### config.mk
export PLATFORM = sky130hd
export DESIGN_NAME = toggle_cover_collector_flat
export DESIGN_NICKNAME = d
export VERILOG_FILES = /design/src/rtl/toggle_cover_collector_if.sv /design/src/rtl/toggle_cover_collector.sv /design/src/flat_wrapper.sv
export SDC_FILE = /design/constraint.sdc
export NUM_CORES = 1
export LEC_CHECK = 0
export CORE_ASPECT_RATIO = 0.75
export CORE_MARGIN = 3
export CORE_UTILIZATION = 45
export CTS_CLUSTER_SIZE = 16
export DETAILED_ROUTE_END_ITERATION = 10
export PLACE_DENSITY = 0.73
export SKIP_CTS_REPAIR_TIMING = 1
export SLEW_MARGIN = 20
export SYNTH_ARGS = -nofsm -noshare
export SYNTH_HDL_FRONTEND = slang
export SYNTH_SLANG_ARGS = --single-unit
### constraint.sdc
create_clock -name clock -period 4.15 [get_ports clock]
set_clock_uncertainty 0.1 [all_clocks]
set_input_delay 0.83 -clock clock [delete_from_list [all_inputs] [get_ports clock]]
set_output_delay 0.83 -clock clock [all_outputs]
set_load 0.005 [all_outputs]
### src/rtl/toggle_cover_collector_if.sv
// toggle_cover_collector_if: valid/ready report channel carrying a global cover index
interface toggle_cover_collector_if #(parameter int IW = 16);
  logic out_valid;
  logic out_ready;
  logic [IW-1:0] out_index;
  modport master(output out_valid, output out_index, input out_ready);
  modport slave(input out_valid, input out_index, output out_ready);
endinterface

### src/rtl/toggle_cover_collector.sv
// toggle_cover_collector: per-bit rise/fall toggle coverage with sticky hits and serialised index reports
module toggle_cover_collector #(
  parameter int WIDTH = 5,
  parameter int COVER_INDEX = 0,
  parameter int COVER_TOTAL = 38253,
  parameter int TRACK_FALL = 1
) (
  input  logic clock,
  input  logic reset,
  input  logic en,
  input  logic clear,
  input  logic [WIDTH-1:0] sig,
  toggle_cover_collector_if.master rpt,
  output logic [$clog2(2*WIDTH+1)-1:0] covered_count,
  output logic all_covered
);
  localparam int N = 2 * WIDTH;
  localparam int CW = $clog2(N + 1);
  localparam int LW = $clog2(N);
  localparam int IW = $clog2(COVER_TOTAL);
  localparam int EN_PTS = (TRACK_FALL != 0) ? N : WIDTH;
  if (WIDTH < 1 || WIDTH > 256 || COVER_INDEX + N > COVER_TOTAL) begin : g_bad_params
    $error("toggle_cover_collector: illegal WIDTH/COVER_INDEX/COVER_TOTAL");
  end
  logic [WIDTH-1:0] prev;
  logic primed;
  logic [N-1:0] hit, pend, ev, newhit, drain;
  logic [CW-1:0] cnt, pop;
  logic [LW-1:0] low;
  logic allc;
  always_comb begin
    ev = '0;
    for (int i = 0; i < WIDTH; i++) begin
      ev[2*i]   = primed & en & ~prev[i] & sig[i];
      ev[2*i+1] = primed & en & prev[i] & ~sig[i] & (TRACK_FALL != 0);
    end
    newhit = ev & ~hit;
    pop = '0;
    for (int k = 0; k < N; k++) pop = pop + CW'(newhit[k]);
    low = '0;
    for (int k = N - 1; k >= 0; k--) if (pend[k]) low = LW'(k);
    drain = '0;
    drain[low] = (|pend) & rpt.out_ready;
  end
  always_ff @(posedge clock) begin
    if (reset) begin
      prev <= '0;
      primed <= 1'b0;
      hit <= '0;
      pend <= '0;
      cnt <= '0;
      allc <= 1'b0;
    end else begin
      if (en) begin
        prev <= sig;
        primed <= 1'b1;
      end
      // clear wins over both new hits and a same-cycle handshake
      if (clear) begin
        hit <= '0;
        pend <= '0;
        cnt <= '0;
        allc <= 1'b0;
      end else begin
        hit <= hit | newhit;
        pend <= (pend & ~drain) | newhit;
        cnt <= cnt + pop;
        allc <= (cnt + pop) == CW'(EN_PTS);
      end
    end
  end
  assign rpt.out_valid = |pend;
  assign rpt.out_index = IW'(COVER_INDEX) + IW'(low);
  assign covered_count = cnt;
  assign all_covered = allc;
endmodule

### src/flat_wrapper.sv
// flat-port wrapper written by rule: the top's interface ports become plain ports
module toggle_cover_collector_flat 
#(
  parameter int WIDTH = 5,
  parameter int COVER_INDEX = 0,
  parameter int COVER_TOTAL = 38253,
  parameter int TRACK_FALL = 1
)
  (clock, reset, en, clear, sig, covered_count, all_covered, rpt_out_valid, rpt_out_index, rpt_out_ready);
  toggle_cover_collector_if #(.IW(16)) rpt_i ();
  input  logic clock;
  input  logic reset;
  input  logic en;
  input  logic clear;
  input  logic [WIDTH-1:0] sig;
  output logic [$clog2(2*WIDTH+1)-1:0] covered_count;
  output logic all_covered;
  output wire logic [$bits(rpt_i.out_valid)-1:0] rpt_out_valid;
  output wire logic [$bits(rpt_i.out_index)-1:0] rpt_out_index;
  input wire logic [$bits(rpt_i.out_ready)-1:0] rpt_out_ready;
  assign rpt_out_valid = rpt_i.out_valid;
  assign rpt_out_index = rpt_i.out_index;
  assign rpt_i.out_ready = rpt_out_ready;
  toggle_cover_collector #(.WIDTH(WIDTH), .COVER_INDEX(COVER_INDEX), .COVER_TOTAL(COVER_TOTAL), .TRACK_FALL(TRACK_FALL)) u_core (.clock(clock), .reset(reset), .en(en), .clear(clear), .sig(sig), .rpt(rpt_i), .covered_count(covered_count), .all_covered(all_covered));
endmodule
# Yosys cells after proc, flatten, opt, wreduce, memory -nomap -nowiden
# Cells that the tools add are included.
word_totals:
  regBits: 31
  input_bits: 10
classes:
  n_addsub: 10
  reduce_logical: 3
  n_eq_ne: 1
  bitwise: 39
  mux: 12
  order_cmp: 2
ops:
  columns: ["op", "n"]
  rows:
  - ["$mux W4", 10]
  - ["$add A4 B1 Y4", 8]
  - ["$and A10 B10 Y10", 3]
  - ["$and A1 B1 Y1", 22]
  - ["$not A10 Y10", 2]
  - ["$or A10 B10 Y10", 2]
  - ["$not A1 Y1", 10]
  - ["$reduce_or A10 Y1", 1]
  - ["$lt A4 B5 Y1 const B", 1]
  - ["$add A4 B4 Y4", 1]
  - ["$demux W1 S4", 1]
  - ["$eq A4 B4 Y1 const B", 1]
  - ["$ge A4 B1 Y1 const B", 1]
  - ["$add A1 B1 Y2", 1]
  - ["$reduce_or A2 Y1", 1]
  - ["$logic_and A1 B1 Y1", 1]
  - ["$mux W1", 1]

# Longest topological paths before layout
depth:
  ltp_word: 18
  mapped_depth: 17
  depth_no_buf: 16

# Least setup slack after synthesis
# OpenSTA, ideal clock, no wires.
synth_path:
  kind: "input to register"
  startpoint: "input port en"
  endpoint: "register u_core.allc, in the netlist u_core.all_covered"
  stages: 15
  path_slack_ns: -0.331
  required_ns: 3.954
  arrival_ns: 4.285
  path_cell_list: "buf_4 -> nand2_4 -> buf_2 -> nor4b_2 -> ha_1 -> inv_1 -> fa_1 -> fa_1 -> inv_1 -> fa_1 -> ha_1 -> inv_1 -> fa_1 -> nor2_1 -> nor4b_1"
synth_between:
  elab_chain_cells: 15
  word_cells_on_any_way: 33
synth_lines:
  columns: ["element", "line_no", "rtl"]
  rows:
  - ["from (decl)", "flat_wrapper.sv:13", "input logic en;"]
  - ["$and A1 B1 Y1 *", "toggle_cover_collector.sv:34, toggle_cover_collector.sv:35", null]
  - ["$and A1 B1 Y1 (on tied branches) (2 in series)", "toggle_cover_collector.sv:34, toggle_cover_collector.sv:35", null]
  - ["$and A10 B10 Y10 *", "toggle_cover_collector.sv:37", "newhit = ev & ~hit;"]
  - ["$add A1 B1 Y2", "toggle_cover_collector.sv:39", "for (int k = 0; k < N; k++) pop = pop + CW'(newhit[k]);"]
  - ["$add A4 B1 Y4 (7 in series)", "toggle_cover_collector.sv:39", null]
  - ["$add A4 B1 Y4 *", "toggle_cover_collector.sv:39", null]
  - ["$add A4 B4 Y4 *", "toggle_cover_collector.sv:68", "allc <= (cnt + pop) == CW'(EN_PTS);"]
  - ["$eq A4 B4 Y1 *", "toggle_cover_collector.sv:68", null]
  - ["to (signal assigned)", "toggle_cover_collector.sv:68", null]
  - ["to (decl)", "toggle_cover_collector.sv:30", "logic allc;"]
# Mark *: on every way between the ends. The rest lies on a longest branch, timed or not.
# A chain may end at the register's enable or synchronous reset.

# Worst setup path after layout
layout_path:
  startpoint: "input port sig[0]"
  endpoint: "register u_core.allc, in the netlist u_core.all_covered"
layout_between:
  elab_chain_cells: 14
  word_cells_on_any_way: 15
layout_lines:
  columns: ["element", "line_no", "rtl"]
  rows:
  - ["from (decl)", "flat_wrapper.sv:15", "input logic [WIDTH-1:0] sig;"]
  - ["$not A1 Y1", "toggle_cover_collector.sv:35", "ev[2*i+1] = primed & en & prev[i] & ~sig[i] & (TRACK_FALL != 0);"]
  - ["$and A1 B1 Y1", "toggle_cover_collector.sv:35", null]
  - ["$and A10 B10 Y10 *", "toggle_cover_collector.sv:37", null]
  - ["$add A1 B1 Y2 *", "toggle_cover_collector.sv:39", null]
  - ["$add A4 B1 Y4 * (8 in series)", "toggle_cover_collector.sv:39", null]
  - ["$add A4 B4 Y4 *", "toggle_cover_collector.sv:68", null]
  - ["$eq A4 B4 Y1 *", "toggle_cover_collector.sv:68", null]
# Marked as above.

==> flow_summary.json <==
{
  "cts_tree": "done",
  "grt_max_degree": 16,
  "core_area_um2": 3490,
  "critPathRequiredTime_ps": 4220,
  "synth.avg_cell_area_um2": 9.00,
  "grt.overflow.total": 0,
  "hpwl_um": 2720,
  "r2r_slack_ps": 260,
  "die_h_um": 59.8,
  "first_iter_violations": 61,
  "synthToLayoutAreaGrowth_pct": 30.5,
  "vias_per_cell": 4.84,
  "worstPathArrival_ps": 4160,
  "worstPathMaxFanout": 3,
  "drt_pre_antenna_iters": 4,
  "io_pins": 32,
  "ys.flop_type": "dfxtp_1",
  "synthArstFlopShare_pct": 0,
  "path_class": "input pin to register",
  "finish.utilization_pct": 64.9,
  "slew-limit-headroom_pct": 60.3,
  "initial_core_util_pct": 49.7,
  "ctsHtreeMaxLevel": 2,
  "insertion_delay_ps": 290,
  "rsz0062_at_grt": "yes",
  "ir_worst_vdd_mv": 0.203,
  "power_uw": 636,
  "yosys.cell_types.count": 37,
  "tightest_slew_ps": 593,
  "synth_edf_count": 0,
  "ys_ff_latch": 31,
  "r2r-start": "u_core.primed",
  "hold-path-endpoint": "u_core.hit[2]",
  "status": "finished, final reports clean",
  "antennaDiodeCount": 0,
  "grt_pass1_wl_um": 5800,
  "wire_per_inst_um": 12.4,
  "grt_pass1_vias": 1271,
  "track_usage_pct": 16.3,
  "worstHoldStart": "u_core.hit[2]",
  "startpoint_type": "input pin",
  "die-area_um2": 4650,
  "holdPathStages": 2,
  "pwr_density_cell_nw_per_um2": 281,
  "cts_root_buffer": "clkbuf_8",
  "ff2ff_path_depth": 14,
  "max_freq_mhz": 244,
  "vias": 1400,
  "fin_crit_sh_pct": 98.6,
  "num_rows": 18,
  "synth_cells": 193,
  "nets": 262,
  "portBuffers": 19,
  "cts.sinks": 31,
  "syn-cell-area_um2": 1740,
  "slew_viol_final": 0,
  "r2r-end": "u_core.all_covered",
  "postRouteAntennaNets": 0,
  "leakagePower_uw": 0.000972,
  "wl_um": 3570,
  "clockBufferDepth": 2,
  "yosysSeqAreaShare_pct": 35.7,
  "hold_class": "register to register",
  "drive_above_1_share_pct": 22.2,
  "place_congestion": 0.789,
  "setup.worst_path.end_class": "register",
  "hold_viol_final": 0,
  "finalSetupViolations": 0,
  "die_w_um": 77.7,
  "antenna_found_initial": 0,
  "drv_cap": 0,
  "min_period_ps": 4090,
  "numCtsBuffers": 5,
  "drc": 0,
  "yosysWarnings": 0,
  "clkTransAtPathRegs_ps": 60
}
[cells by family after synthesis]
group / count (synthesis) / share of synthesized area, %
AOI/OAI and AO/OA: 26 / 9.37
xor gates and xnor gates: 4 / 2.02
adders and majority gates: 14 / 12.7
buffers and inverters: 33 / 10.1
DFF: 31 / 35.7
muxes: 5 / 2.88
other: 1 / 0.216
and+or+nand+nor: 79 / 27.0
[synthesized netlist by cell type (2+ instances only)]
library cell / count / area share, %
nor2_1: 43 / 9.3
mux2i_1: 5 / 2.9
nand3_1: 2 / 0.58
clkbuf_1: 2 / 0.43
nor3_1: 2 / 0.58
nor4b_2: 7 / 6.1
buf_4: 13 / 5.6
a21oi_1: 9 / 2.6
fa_1: 6 / 6.9
xnor2_1: 3 / 1.5
nand2b_1: 3 / 1.1
and2_1: 2 / 0.72
o21ai_0: 7 / 2.0
o21a_1: 2 / 0.86
buf_2: 2 / 0.58
a221o_1: 2 / 1.2
nor4b_1: 2 / 1.0
dfxtp_1: 31 / 36
nor2b_1: 2 / 0.72
inv_1: 15 / 3.2
ha_1: 8 / 5.8
nor3b_1: 10 / 4.3
[through the flow]
step / setup TNS (ps) / hold WS (ps) / instance area, µm² / setup slack [ps] / instances
after floorplan: -178 / 331 / 1830 / -131 / 204
after global placement: -2510 / 346 / 2110 / -678 / 278
after detailed placement: -2720 / 361 / 2110 / -737 / 278
after CTS: -1330 / 376 / 2190 / -426 / 286
after global routing: -100 / 427 / 2270 / -100 / 289
final: 0 / 382 / 2270 / 56.9 / 289
[per-layer routing]
layer	track usage, %	part of all wire, %
met5	0	0
met4	8.63	1.9
met3	4.52	4.8
met2	23.9	46
met1	22.0	48
[layout make-up]
| cell class | instances | area (µm²) |
|---|---|---|
| inverters | 16 | 60.1 |
| clock inverters | 1 | 5.00 |
| well taps | 50 | 62.6 |
| fillers | 301 | 1220 |
| clock buffers | 7 | 76.3 |
| flip-flops and latches | 31 | 621 |
| repair buffers | 44 | 384 |
| multi-input cells | 140 | 1060 |
[worst max-delay path by stage]
stage,start,to,slack (ps),cells past startpoint
floorplan,en,u_core.all_covered,-130,15
global placement,en,u_core.all_covered,-680,15
detailed placement,en,u_core.all_covered,-740,15
CTS,en,u_core.all_covered,-430,15
global route,en,u_core.all_covered,-100,15
finish,sig[0],u_core.all_covered,60,14
[critical path, stage by stage]
cell and delay [ps]:
clkbuf_2 100, buf_6 120, nor4b_4 280, ha_1 290
inv_2 70, fa_1 400, fa_1 530, inv_2 40
fa_1 540, ha_2 190, inv_2 40, fa_2 520
nor2_2 40, nor4b_2 170
[where the power goes]
group	switching, µW	internal (µW)
clock	111	117
sequential	8.80	305
combinational	45.7	48.9
[registers in the layout, summed over array words and instances, names as in the netlist]
register              flops
u_core.prev               5
u_core.pend              10
u_core.primed             1
u_core.covered_count      4
u_core.hit               10
u_core.all_covered        1
[placed cells by master (no fill, tap or decap), types with 2 or more instances in the layout]
cell type	count
nand2b_1	3
conb_1	12
nor4b_4	2
nor3b_4	2
a221o_1	2
dfxtp_1	31
o21ai_0	7
dlymetal6s2s_1	4
nor3_1	2
inv_2	3
mux2i_1	5
buf_4	25
and2_1	2
nand3_1	2
nor3b_1	8
inv_1	12
xnor2_1	3
clkbuf_8	5
clkdlybuf4s50_1	13
a21oi_1	9
nor2_1	42
fa_1	5
clkbuf_1	2
ha_1	7
nor4b_2	7
o21a_1	2
(Power assumes the default switching activity.)
